--- src/rtl/controlador_llenado.sv ---
// -----------------------------------------------------------------------------
// controlador_llenado
// Fill and replacement controller for a 4-way set-associative cache.
// Accepts one miss at a time and tracks per-set valid bits and round-robin
// victim pointers. It picks the lowest free way, or the pointer way with an
// eviction flag when the set is full. It then runs the memory req/ack
// handshake and issues a one-cycle fill command.
//
// Optional feature macro: FILL_TIMEOUT_EN
//   When defined, a 4-bit counter bounds the REQ wait to TIMEOUT cycles.
//   On expiry err pulses for one cycle and the FSM returns to IDLE with no
//   fill. When undefined, REQ waits indefinitely and err is tied 0.
//
// Ports:
//   clk, reset           clock (rising edge), async active-high reset
//   miss_valid/miss_set  miss request in; miss_ready high in IDLE only
//   inv_valid/inv_set/inv_way  invalidate strobe, applied in any state
//   mem_req/mem_set      memory line request; mem_ack completes it
//   fill_valid/fill_set/fill_way/fill_evict  one-cycle fill command
//   busy                 FSM not in IDLE
//   err                  one-cycle timeout pulse
// -----------------------------------------------------------------------------
module controlador_llenado #(
    parameter int SETS    = 4,
    parameter int SW      = 2,
    parameter int TIMEOUT = 15
) (
    input  logic          clk,
    input  logic          reset,
    input  logic          miss_valid,
    input  logic [SW-1:0] miss_set,
    output logic          miss_ready,
    input  logic          inv_valid,
    input  logic [SW-1:0] inv_set,
    input  logic [1:0]    inv_way,
    output logic          mem_req,
    output logic [SW-1:0] mem_set,
    input  logic          mem_ack,
    output logic          fill_valid,
    output logic [SW-1:0] fill_set,
    output logic [1:0]    fill_way,
    output logic          fill_evict,
    output logic          busy,
    output logic          err
);

    // The timeout counter is 4 bits wide, so TIMEOUT must fit in 1..16.
    if (TIMEOUT < 1 || TIMEOUT > 16) begin : g_bad_timeout
        $error("controlador_llenado: TIMEOUT must be in 1..16");
    end

    typedef enum logic [1:0] {IDLE, REQ, FILL} state_t;

    state_t        state_q, state_d;
    logic [SW-1:0] set_q, set_d;
    logic [1:0]    way_q, way_d;
    logic          evict_q, evict_d;
    logic [3:0]    valid_q [SETS];
    logic [3:0]    valid_d [SETS];
    logic [1:0]    ptr_q   [SETS];
    logic [1:0]    ptr_d   [SETS];
`ifdef FILL_TIMEOUT_EN
    logic [3:0]    cnt_q, cnt_d;
    logic          err_q, err_d;
`endif

    // Free ways of the requesting set, taken from the pre-invalidate state.
    logic [3:0] free_vec;
    assign free_vec = ~valid_q[miss_set];

    always_comb begin
        // NOTE: every variable gets a default first so no path can infer a latch.
        state_d = state_q;
        set_d   = set_q;
        way_d   = way_q;
        evict_d = evict_q;
        valid_d = valid_q;
        ptr_d   = ptr_q;
`ifdef FILL_TIMEOUT_EN
        cnt_d   = cnt_q;
        err_d   = 1'b0;
`endif
        // Invalidate is applied first so a same-cycle fill below overrides it.
        if (inv_valid) begin
            valid_d[inv_set][inv_way] = 1'b0;
        end

        case (state_q)
            IDLE: begin
                if (miss_valid) begin
                    set_d = miss_set;
                    if (free_vec != 4'b0000) begin
                        evict_d = 1'b0;
                        if      (free_vec[0]) way_d = 2'd0;
                        else if (free_vec[1]) way_d = 2'd1;
                        else if (free_vec[2]) way_d = 2'd2;
                        else                  way_d = 2'd3;
                    end else begin
                        evict_d          = 1'b1;
                        way_d            = ptr_q[miss_set];
                        ptr_d[miss_set]  = ptr_q[miss_set] + 2'd1;
                    end
                    state_d = REQ;
`ifdef FILL_TIMEOUT_EN
                    cnt_d   = 4'd0;
`endif
                end
            end
            REQ: begin
                if (mem_ack) begin
                    state_d = FILL;
`ifdef FILL_TIMEOUT_EN
                end else if (cnt_q == 4'(TIMEOUT - 1)) begin
                    // Give up: no fill, no valid update; ptr advance is kept.
                    state_d = IDLE;
                    err_d   = 1'b1;
                end else begin
                    cnt_d = cnt_q + 4'd1;
`endif
                end
            end
            FILL: begin
                valid_d[set_q][way_q] = 1'b1;
                state_d               = IDLE;
            end
            default: state_d = IDLE;
        endcase
    end

    // NOTE: valid/ptr arrays are reset explicitly because replacement decisions
    // read them right after reset; they are small flop arrays, not RAM.
    always_ff @(posedge clk or posedge reset) begin
        if (reset) begin
            state_q <= IDLE;
            set_q   <= '0;
            way_q   <= '0;
            evict_q <= 1'b0;
            for (int i = 0; i < SETS; i++) begin
                valid_q[i] <= '0;
                ptr_q[i]   <= '0;
            end
`ifdef FILL_TIMEOUT_EN
            cnt_q   <= '0;
            err_q   <= 1'b0;
`endif
        end else begin
            // NOTE: sequential state uses non-blocking assignment only.
            state_q <= state_d;
            set_q   <= set_d;
            way_q   <= way_d;
            evict_q <= evict_d;
            valid_q <= valid_d;
            ptr_q   <= ptr_d;
`ifdef FILL_TIMEOUT_EN
            cnt_q   <= cnt_d;
            err_q   <= err_d;
`endif
        end
    end

    // Outputs decoded from the state register, so reset drops them at once.
    assign miss_ready = (state_q == IDLE);
    assign busy       = (state_q != IDLE);
    assign mem_req    = (state_q == REQ);
    assign mem_set    = set_q;
    assign fill_valid = (state_q == FILL);
    assign fill_set   = set_q;
    assign fill_way   = way_q;
    assign fill_evict = (state_q == FILL) && evict_q;
`ifdef FILL_TIMEOUT_EN
    assign err        = err_q;
`else
    assign err        = 1'b0;
`endif

endmodule

--- config.mk ---
export PLATFORM = sky130hd
export DESIGN_NAME = controlador_llenado
export DESIGN_NICKNAME = d
export VERILOG_FILES = /design/src/rtl/controlador_llenado.sv
export SDC_FILE = /design/constraint.sdc
export NUM_CORES = 1
export LEC_CHECK = 0
export ABC_AREA = 1
export ABC_CLOCK_PERIOD_IN_PS = 1350
export BUFFER_PORTS_ARGS = -buffer_cell sky130_fd_sc_hd__buf_2
export CORE_ASPECT_RATIO = 1.75
export CORE_MARGIN = 2
export CORE_UTILIZATION = 33
export CTS_BUF_LIST = sky130_fd_sc_hd__clkbuf_4
export DETAILED_ROUTE_END_ITERATION = 7
export SLEW_MARGIN = 10
export SYNTH_ARGS = -nofsm -noshare
export SYNTH_HDL_FRONTEND = slang
export SYNTH_SLANG_ARGS = --single-unit
--- constraint.sdc ---
create_clock -name clk -period 1.35 [get_ports clk]
set_input_delay 0.0675 -clock clk [delete_from_list [all_inputs] [get_ports clk]]
set_output_delay 0.0675 -clock clk [all_outputs]
set_load 0.02 [all_outputs]
==> results.yml <==
hold_path:
  worstHoldStart: "inv_way[0]"
  hold_path_class: "input port to flip-flop"
  hold_end: "valid_q[10]"
  hold_depth: 3
route:
  drcViolationCount: 0
  drtIter0Drc: 30
  routed-via-count: 1670
  wl_per_cell_um: 14.7
  routed_via_density: 5.11
  finalWirelength_mm: 4.80
  first_pass_iters: 4
  ant_nets: 0
cts:
  clk_pin_slew_ns: 0.10
  cts_tree: "built"
  root_buffer: "clkbuf_4"
  cts_buffers: 5
  clk_path_buf_depth: 2
  clock-sinks: 31
  clk_latency_ns: 0.34
  htree_levels: 2
setup_path:
  crit_required_ns: 1.28
  path_cells: "buf_4 -> nor3_2 -> buf_4"
  critPathMaxFanout: 3
  max_stage_delay_ns: 0.43
  arrival_ns: 1.29
  rr_worst_depth: 8
  crit_top_cell: "buf_4"
  start_kind: "flip-flop"
  critPathKind: "flip-flop to output port"
  r2r_end: "ptr_q[6]"
  ff2ff_setup_slack_ns: 0.04
  cp-end-kind: "output port"
  slowest_stage: "dfrtp_1"
  rr_startpoint: "state_q[0]"
synth:
  synth_top_area_share: 0.444
  synth_top_area_cell: "dfrtp_1"
  synthCells: 225
  seq_area_frac_synth: 0.444
  synth.avg_cell_area_um2: 7.76
  yosys_warnings: 0
  syn_area_um2: 1750
  synth_fp_nets: 236
  synth-seq-cells: 31
  synth_cell_type_count: 20
  ys_top_cells_by_area: "dfrtp_1 44%, nand2_1 15%, o21ai_0 8.6%, nand3_1 8.0%, inv_1 4.5%"
global_routing:
  grt_pass1_vias: 1674
  grt_pass1_wl_mm: 7.61
  overflow: 0
  grt_usage: 0.174
  antenna_found_initial: 1
  grt_max_degree: 32
pwr:
  power_frac_seq: 0.417
  ir_worst_vdd_mv: 0.810
  power_density_nw_per_um2: 1610
  p_sw_frac: 0.407
  power_uw: 3530
  combPwrFrac: 0.380
  leakage_uw: 0.00112
  clkPwrFrac: 0.203
  internal_power_uw: 2090
  switchingPower_uw: 1440
place:
  gp_congestion: 0.837
  dp_hpwl_mm: 3.67
  portBuffers: 21
  pre_cts_slack_ns: -0.0359
timing:
  fin_crit_sh: 1.01
  slew_violations: 0
  final.setup.worst_slack_ns: -0.00924
  final_hold_viol_count: 0
  setup_viol_count_final: 1
  rsz0062_at_grt: "true"
  clock_skew_ns: 0.00402
  fmax_ghz: 0.736
  min_period_ns: 1.36
  holdWs_ns: 0.0505
  tns_ns: -0.00924
final_layout:
  post-route-util: 0.425
  drive_gt1_frac: 0.292
  layout_commonest_cell: "nand2_1"
  final_cell_mix: "67 x nand2_1, 31 x dfrtp_1, 29 x o21ai_0"
  nets: 281
  area_growth_pct: 25.8
floorplanning:
  rows: 35
  initial_core_util: 0.338
  die_area_um2: 5910
  die_y_um: 100
  die_w_um: 59.0
  ios: 23
  coreArea_um2: 5170
outcome:
  outcome: "finished, violations left"
  failed_checks: "negative setup slack"
job:
  cap_viol_max_count: 0
-- critical path: cells and delay by family, from the launching register on --
family	cells	cell delay, ns
buffers and inverters	2	0.32
DFF	1	0.43
and+or+nand+nor	1	0.20
-- cells in the mapped netlist --
library cell and number:
o21ai_0 30, buf_4 3, nor3_1 1, dfrtp_1 31, inv_2 4, a21oi_1 4, nor2_4 1, nand2_2 6
nand2_1 68, o31ai_1 8, nand3_1 28, inv_1 21, conb_1 1, buf_6 2, nor2_2 5, nand3_4 1
nand2_4 3, nor2_1 5, o22ai_1 1, nor2_8 2
-- cell families after synthesis --
kind of cell           share of synthesized area
AND/OR/NAND/NOR                            0.338
AO/OA/AOI/OAI                              0.135
flip-flops                                 0.444
buffers and inverters                     0.0796
other                                    0.00215
-- power by group through the flow --
stage	sequential, uW	combinational (uW)	clock, uW
after floorplan	1460	853	0
after CTS	1470	1290	740
after global placement	1490	1230	0
final	1470	1340	717
after detailed placement	1480	1250	0
after global routing	1510	1490	779
-- layer usage --
layer	part of all wire	GRT usage	vias to the layer above
met5	0	0	-
met4	0.063	0.147	0
met3	0.025	0.0245	19
met2	0.54	0.305	37
met1	0.37	0.173	791
li1	-	-	823
-- cell type report --
cell class / count / area (um^2)
fillers: 557 / 2970
multi-input cells: 164 / 876
flip-flops and latches: 31 / 776
repair buffers: 43 / 303
inverters: 25 / 93.8
well taps: 55 / 68.8
clock inverters: 3 / 38.8
clock buffers: 5 / 37.5
diodes: 1 / 2.50
-- registers in the layout, summed over array words and instances, names as in the netlist --
name	flops
state_q	2
ptr_q	8
valid_q	16
evict_q	1
fill_set	2
fill_way	2
-- through the flow --
step	area (um^2)	cells
after global placement	2020	311
after CTS	2140	323
after global routing	2200	327
after floorplan	1750	225
after detailed placement	2020	311
final	2200	327
-- what timing repair did --
action / 4_1_cts / 5_1_grt
hold buffers: 2 / 0
endpoints found under the setup margin: 5 / 11
setup buffers: 2 / 3
pin swaps: 3 / 4
resized for setup: 5 / 7
endpoints found under the hold margin: 33 / 0
-- how the worst max path moves through the flow --
stage / end / start / cells after the start / slack, ns
after floorplan: ptr_q[3] / state_q[1] / 8 / 0.08
after global placement: ptr_q[7] / miss_set[0] / 12 / -0.04
after detailed placement: ptr_q[7] / miss_set[0] / 12 / -0.04
after CTS: ptr_q[3] / state_q[0] / 8 / -0.02
after global routing: fill_evict / state_q[0] / 3 / -0.07
final: fill_evict / state_q[0] / 3 / -0.009
(Power assumes the default switching activity.)
